### src/rtl/board_ctrl.sv
// board_ctrl
// Board-support glue between the clock generator and the game core.
//   - Qualifies the PLL/MMCM lock into a stretched, synchronously released
//     active-low core reset (HOLD -> COUNT -> RUN sequencer).
//   - Synchronises and debounces NUM_BTN raw buttons into level, press and
//     release outputs.
//   - Generates a heartbeat toggle and a coincident tick pulse for LEDs.
//
// Ports:
//   clk            system clock
//   rst_n          asynchronous active-low reset, clears all state
//   i_locked       clock-generator lock, asynchronous level
//   i_btn          raw asynchronous active-high buttons [NUM_BTN]
//   o_rst_n        registered active-low core reset
//   o_btn_level    debounced button level [NUM_BTN]
//   o_btn_press    one-cycle pulse on each accepted 0->1 change [NUM_BTN]
//   o_btn_release  one-cycle pulse on each accepted 1->0 change [NUM_BTN]
//   o_heartbeat    toggles once every HEARTBEAT_DIV cycles while running
//   o_tick         one-cycle pulse coincident with each heartbeat toggle
module board_ctrl #(
  parameter int POR_CYCLES      = 256,
  parameter int NUM_BTN         = 4,
  parameter int DEBOUNCE_CYCLES = 65536,
  parameter int HEARTBEAT_DIV   = 25174014
) (
  input  logic               clk,
  input  logic               rst_n,
  input  logic               i_locked,
  input  logic [NUM_BTN-1:0] i_btn,
  output logic               o_rst_n,
  output logic [NUM_BTN-1:0] o_btn_level,
  output logic [NUM_BTN-1:0] o_btn_press,
  output logic [NUM_BTN-1:0] o_btn_release,
  output logic               o_heartbeat,
  output logic               o_tick
);

  // Counter widths never drop below one bit, so a parameter of 1 still works.
  localparam int PW = (POR_CYCLES      > 1) ? $clog2(POR_CYCLES)      : 1;
  localparam int DW = (DEBOUNCE_CYCLES > 1) ? $clog2(DEBOUNCE_CYCLES) : 1;
  localparam int HW = (HEARTBEAT_DIV   > 1) ? $clog2(HEARTBEAT_DIV)   : 1;

  localparam logic [PW-1:0] POR_LAST = PW'(POR_CYCLES - 1);
  localparam logic [DW-1:0] DEB_LAST = DW'(DEBOUNCE_CYCLES - 1);
  localparam logic [HW-1:0] HB_LAST  = HW'(HEARTBEAT_DIV - 1);

  typedef enum logic [1:0] {
    HOLD  = 2'd0,
    COUNT = 2'd1,
    RUN   = 2'd2
  } state_t;

  state_t                     state;
  logic [PW-1:0]              cnt;
  logic                       lock_meta;
  logic                       locked_s;
  logic                       run;

  logic [NUM_BTN-1:0]         btn_meta;
  logic [NUM_BTN-1:0]         btn_sync;
  logic [NUM_BTN-1:0][DW-1:0] dcnt;

  logic [HW-1:0]              hcnt;

  assign run = (state == RUN);

  // Two-flop synchroniser for the asynchronous lock level.
  always_ff @(posedge clk or negedge rst_n) begin
    if (!rst_n) begin
      lock_meta <= 1'b0;
      locked_s  <= 1'b0;
    end else begin
      lock_meta <= i_locked;
      locked_s  <= lock_meta;
    end
  end

  // Reset sequencer. A lock loss from any state returns to HOLD, so a drop
  // part-way through COUNT restarts the whole stretch on the next lock.
  always_ff @(posedge clk or negedge rst_n) begin
    if (!rst_n) begin
      state   <= HOLD;
      cnt     <= '0;
      o_rst_n <= 1'b0;
    end else if (!locked_s) begin
      state   <= HOLD;
      cnt     <= '0;
      o_rst_n <= 1'b0;
    end else begin
      case (state)
        HOLD: begin
          state <= COUNT;
          cnt   <= '0;
        end
        COUNT: begin
          if (cnt == POR_LAST) begin
            state   <= RUN;
            o_rst_n <= 1'b1;
          end else begin
            cnt <= cnt + PW'(1);
          end
        end
        RUN: begin
          state   <= RUN;
          o_rst_n <= 1'b1;
        end
        default: begin
          state   <= HOLD;
          cnt     <= '0;
          o_rst_n <= 1'b0;
        end
      endcase
    end
  end

  // Per-channel debouncer. The synchroniser flops are also held clear
  // outside RUN so every run starts from a known released state.
  always_ff @(posedge clk or negedge rst_n) begin
    if (!rst_n) begin
      btn_meta      <= '0;
      btn_sync      <= '0;
      dcnt          <= '0;
      o_btn_level   <= '0;
      o_btn_press   <= '0;
      o_btn_release <= '0;
    end else if (!run) begin
      btn_meta      <= '0;
      btn_sync      <= '0;
      dcnt          <= '0;
      o_btn_level   <= '0;
      o_btn_press   <= '0;
      o_btn_release <= '0;
    end else begin
      btn_meta <= i_btn;
      btn_sync <= btn_meta;
      for (int i = 0; i < NUM_BTN; i++) begin
        o_btn_press[i]   <= 1'b0;
        o_btn_release[i] <= 1'b0;
        if (btn_sync[i] == o_btn_level[i]) begin
          dcnt[i] <= '0;
        end else if (dcnt[i] == DEB_LAST) begin
          o_btn_level[i]   <= btn_sync[i];
          o_btn_press[i]   <= btn_sync[i];
          o_btn_release[i] <= ~btn_sync[i];
          dcnt[i]          <= '0;
        end else begin
          dcnt[i] <= dcnt[i] + DW'(1);
        end
      end
    end
  end

  // Heartbeat divider; the tick is registered alongside the toggle.
  always_ff @(posedge clk or negedge rst_n) begin
    if (!rst_n) begin
      hcnt        <= '0;
      o_heartbeat <= 1'b0;
      o_tick      <= 1'b0;
    end else if (!run) begin
      hcnt        <= '0;
      o_heartbeat <= 1'b0;
      o_tick      <= 1'b0;
    end else if (hcnt == HB_LAST) begin
      hcnt        <= '0;
      o_heartbeat <= ~o_heartbeat;
      o_tick      <= 1'b1;
    end else begin
      hcnt   <= hcnt + HW'(1);
      o_tick <= 1'b0;
    end
  end

endmodule

### config.mk
export PLATFORM = sky130hd
export DESIGN_NAME = board_ctrl
export DESIGN_NICKNAME = d
export VERILOG_FILES = /design/src/rtl/board_ctrl.sv
export SDC_FILE = /design/constraint.sdc
export NUM_CORES = 1
export LEC_CHECK = 0
export ABC_AREA = 1
export BUFFER_PORTS_ARGS = -buffer_cell sky130_fd_sc_hd__buf_2
export CAP_MARGIN = 20
export CORE_ASPECT_RATIO = 1.5
export CORE_MARGIN = 3
export CORE_UTILIZATION = 39
export CTS_CLUSTER_DIAMETER = 30
export DETAILED_ROUTE_END_ITERATION = 12
export HOLD_SLACK_MARGIN = 0.02
export PLACE_DENSITY = 0.57
export SLEW_MARGIN = 30
export SYNTH_ARGS = -nofsm -noshare
export SYNTH_HDL_FRONTEND = slang
export SYNTH_SLANG_ARGS = --single-unit
### constraint.sdc
create_clock -name clk -period 2.6 [get_ports clk]
set_input_delay 0.13 -clock clk [delete_from_list [all_inputs] [get_ports clk]]
set_output_delay 0.13 -clock clk [all_outputs]
set_load 0.01 [all_outputs]
== After elaboration in Yosys (flattened, before gate mapping) ==
Index checks and enable logic that the tools add are counted.

* Bits in registers: 124
* Memories: 0
* Memory bits (read-only): 0
* Bits in latches: 0
* Bits in writable memories: 0

* Divide/modulo/power cells: 0
* Eq/ne operators: 25
* Magnitude comparators: 0
* Multiplexer cells: 53
* Bitwise gates (word level): 5
* Reduce and logical (&&, ||, !) cells: 7
* Add/subtract/negate cells: 6
* Multipliers: 0
* Shifts and indexed selects: 0

{| class="wikitable"
|+ Operator list
! kind !! number
|-
| $mux 16 || 8
|-
| $add 16x1->16 const B || 4
|-
| $eq 16x16->1 const B || 4
|-
| $mux 64 || 1
|-
| $mux 25 || 2
|-
| $mux 1 || 30
|-
| $add 25x1->25 const B || 1
|-
| $eq 25x25->1 const B || 1
|-
| $mux 4 || 5
|-
| $mux 8 || 2
|-
| $pmux 8 s2 || 1
|-
| $ne 2x2->1 const B || 6
|-
| $reduce_and 2->1 || 6
|-
| $ne 2x1->1 const B || 5
|-
| $add 8x1->8 const B || 1
|-
| $eq 8x8->1 const B || 1
|-
| $ne 3x3->1 const B || 2
|-
| $pmux 2 s3 || 1
|-
| $not 1->1 || 5
|-
| $eq 1x1->1 || 4
|-
| $mux 2 || 2
|-
| $pmux 1 s3 || 1
|-
| $eq 2x1->1 const B || 1
|-
| $eq 2x2->1 const B || 1
|-
| $logic_not 2->1 || 1
|}

== Depth between registers and ports, before layout ==
* Depth after elaboration: 4
* Gate-level depth with buffers: 11

== Worst setup path after synthesis ==
OpenSTA, ideal clock, no wires.

* Path kind: register -> register
* Start point: reg dcnt[0] in the netlist's numbering
* End point: reg dcnt[11] in the netlist's numbering
* Cell stages (with the launch flop): 8
* Arrival: 1.321 ns
* Setup slack: 1.160 ns
* Buffers on the path: 1
* Required time: 2.481 ns
* Path through: dfrtp_1 -> ha_1 -> nand3_1 -> inv_1 -> nand2_1 -> o21ai_2 -> buf_6 -> nor2_2

* Longest elaborated chain between the ends: 4

{| class="wikitable"
|+ Ends and longest elaborated chain
! what !! RTL line !! text
|-
| start: declaration || 61 || <nowiki>logic [NUM_BTN-1:0][DW-1:0] dcnt;</nowiki>
|-
| start signal: indexed assignment || 147 || <nowiki>dcnt[i] <= dcnt[i] + DW'(1);</nowiki>
|-
| $add 16x1->16 or $eq 16x16->1 (tied branches) || 147, 141 ||
|-
| $mux 16 * || 141 || <nowiki>end else if (dcnt[i] == DEB_LAST) begin</nowiki>
|-
| $mux 16 * || 139 || <nowiki>if (btn_sync[i] == o_btn_level[i]) begin</nowiki>
|-
| $mux 64 * || 126 || <nowiki>end else if (!run) begin</nowiki>
|}

Mark *: on every way between the ends. The rest lies on a longest branch, timed or not.
A chain may end at the register's enable or synchronous reset.

== Worst setup path after layout ==
* Start point: reg state[1]
* End point: reg cnt[7]

* Longest elaborated chain between the ends: 3

{| class="wikitable"
|+ Ends and longest elaborated chain
! what !! RTL line !! text
|-
| start: declaration || 53 || <nowiki>state_t state;</nowiki>
|-
| start signal: assignment || 82 || <nowiki>state <= HOLD;</nowiki>
|-
| start signal: assignment || 86 || <nowiki>state <= HOLD;</nowiki>
|-
| start signal: assignment || 92 || <nowiki>state <= COUNT;</nowiki>
|-
| $eq 2x2->1 or $eq 2x1->1 (tied branches) || 90 || <nowiki>case (state)</nowiki>
|-
| $pmux 8 s2, or another cell as far along || 90 ||
|-
| $mux 8 or $reduce_and 2->1 (tied branches) || -- ||
|-
| end signal: assignment || 100 || <nowiki>cnt <= cnt + PW'(1);</nowiki>
|-
| end: declaration || 54 || <nowiki>logic [PW-1:0] cnt;</nowiki>
|}

Several ways; a longest one is shown, not always the timed one.

==> results_dict.tcl <==
set metrics [dict create \
    yosysTopAreaCellShare 0.473 \
    ios 22 \
    tritoncts "done" \
    cp_max_fo 12 \
    combPwrFrac 0.089 \
    clkTransAtPathRegs_ns 0.06 \
    dp.cells 1046 \
    synth_edf_count 0 \
    yosysTopAreaCell "dfrtp_1" \
    postLayoutCellArea_um2 7590 \
    post_drt_wl_per_cell_um 12.5 \
    cp_common_cell "nand2_1" \
    critical_path_arrival_ns 2.02 \
    max-cap-violations 0 \
    synth_area_leaders "dfrtp_1, nand2_1, nor2_1, inv_1, xor2_1" \
    ys_warn_count 0 \
    path_cells "inv_1 > ha_1 > nand2_1 > inv_2 > nand4_1 > nand2_1 > inv_1 > nand2_1 > nand2_1 > inv_1" \
    relSlewSlack 0.613 \
    worst_pin_slew_ns 0.581 \
    switching_share 0.250 \
    multi_input_area_um2 2990 \
    drt_iter0_drc 222 \
    crit_required_ns 2.96 \
    reg2reg_slack_ns 0.94 \
    place_area_um2 6900 \
    dp.final_hpwl_mm 9.80 \
    chipWidth_um 112 \
    synth.net_count 837 \
    start_kind "flop" \
    cts_htree_levels 4 \
    syn_inst 820 \
    drc 0 \
    fin_crit_sh 0.637 \
    layout-drive-gt1-share 0.157 \
    register_area_um2 3100 \
    power.share.clock 0.504 \
    cts.sinks 124 \
    root_buffer "clkbuf_16" \
    rows 57 \
    start_util 0.402 \
    wirelength_mm 13.5 \
    clockBufferDepth 2 \
    rr_worst_depth 10 \
    hold_viol_final 0 \
    grt_usage 0.161 \
    critPathKind "flop to flop" \
    setup_viol 0 \
    syn_to_final_growth_pct 15.7 \
    num-nets-final 882 \
    internal-power_w 0.00375 \
    synthArstFlopShare 1.00 \
    power_density_nw_per_um2 659 \
    die_area_um2 18400 \
    drtAntennaViolNets 0 \
    post-route-min-period_ns 1.66 \
    antenna_found_initial 0 \
    place_congestion 0.862 \
    yosys-top-cells-count "nand2_1, nor2_1, dfrtp_1" \
    numPortBuffers 21 \
    status "completed" \
    yosysMostFrequentCell "nand2_1" \
    grt_pass1_wl_mm 23.8 \
    fin_skew_ns 0.00770 \
    crit_path_end_kind "flop" \
    design.core.area_um2 16300 \
    synth_seq_cells 124 \
    die_h_um 165 \
    drv_slew 0 \
    hold_class "input pin to async pin" \
    rsz0062_at_grt "no" \
    seq_area_frac_synth 0.473 \
    fin_util 0.465 \
    fmax_ghz 0.604 \
    postCtsSetupRepairBufs 0 \
    worstSkewPairLatency_ns 0.42 \
    p_leak_nw 3.47 \
    first_pass_iters 4 \
    diodes 0 \
    slowest_stage "dfrtp_1" \
    hold_ws_ns 0.247 \
    switchingPower_w 0.00125 \
    gr-total-overflow 0 \
    grt_max_degree 65 \
    synth_ff_type "dfrtp_1" \
    finalSetupTns_ns 0 \
    numCtsBuffers 17 \
    postSynthAreaPerCell_um2 8.00 \
    synth_cell_types 42 \
    num_vias 5089 \
    synth.cell_area_um2 6560 \
    reg2reg_to "cnt[7]" \
    instances_no_fill 1084 \
    routed_via_density 4.69 \
    slowest_delay_ns 0.39 \
    grt_pass1_vias 5145 \
    p_seq_frac 0.407 \
    ir_drop_mv 0.398 \
    reg2reg_from "state[1]" \
    nFillCells 1583 \
]
==> power groups by stage <==
stage,Sequential (W),Clock (W),Combinational (W)
floorplan,0.00207,0,0.000313
global placement,0.00207,0,0.000446
detailed placement,0.00207,0,0.000452
CTS,0.00204,0.00259,0.000461
global route,0.00205,0.00268,0.000519
finish,0.00204,0.00252,0.000445
==> stage by stage <==
stage,total power (W),worst slack (ns)
2_1_floorplan,0.00238,1.16
5_1_grt,0.00525,0.736
3_3_place_gp,0.00252,0.943
3_5_place_dp,0.00253,0.947
6_report,0.00500,0.945
4_1_cts,0.00509,0.920
==> metal layers <==
metal  track usage  wire length, um  up-vias
li1              -                -     2642
met1         0.181             5700     2338
met2         0.285             6970       79
met3        0.0370              398       30
met4        0.0819              445        0
met5             0                0        -
==> sequential cells by signal, summed over array words and instances, names as in the netlist <==
register and flops:
o_heartbeat 1, btn_meta 4, o_btn_press 4, o_rst_n 1
o_btn_release 4, o_btn_level 4, locked_s 1, hcnt 25
cnt 8, o_tick 1, dcnt 64, btn_sync 4
state 2, lock_meta 1
==> layout make-up <==
| class | instances | area share |
|---|---|---|
| timing repair buffer | 34 | 0.0295 |
| clock inverter | 14 | 0.0251 |
| inverter | 103 | 0.0509 |
| tap | 206 | 0.0340 |
| clock buffer | 18 | 0.0579 |
| sequential | 124 | 0.409 |
| multi-input combinational | 585 | 0.394 |
==> critical path, delay by kind of cell (launching register included) <==
kind                       cells  cell delay, ns
and+or+nand+nor                5            0.63
DFF                            1            0.39
buffers and inverters          4            0.37
adders and majority gates      1            0.21
==> layout by cell type (no fill, tap or decap), types with 7 or more instances in the layout <==
master and n:
buf_2 20, nand2_2 8, nor2_2 38, nand4_1 14
o21ai_0 23, xor2_1 28, xnor2_1 14, o21bai_1 7
ha_1 10, inv_1 93, clkbuf_16 17, buf_4 7
nand2_1 210, dfrtp_1 124, nor2_1 135, nor3_1 12
nand3_1 41, inv_2 10
==> worst max path at each step <==
stage          startpoint        to  slack (ns)
2_1_floorplan     dcnt[0]  dcnt[11]        1.16
3_3_place_gp     state[1]    cnt[7]        0.94
3_5_place_dp     state[1]    cnt[7]        0.95
4_1_cts          state[1]    cnt[7]        0.92
5_1_grt          state[1]    cnt[7]        0.74
6_report         state[1]    cnt[7]        0.94
==> cells by family after synthesis <==
group,after synthesis,share of synthesized area
fa+ha+maj,10,0.0191
flops,124,0.473
xor+xnor,42,0.0561
buf+inv,111,0.0711
simple gates,484,0.335
compound gates,49,0.0454
==> what timing repair did <==
action / 4_1_cts / 5_1_grt
hold endpoints to repair: 65 / 0
setup endpoints to repair: 0 / 0
resized for setup: 0 / 0
hold buffers: 6 / 0
Note: power is estimated with default switching activity, not from simulation.
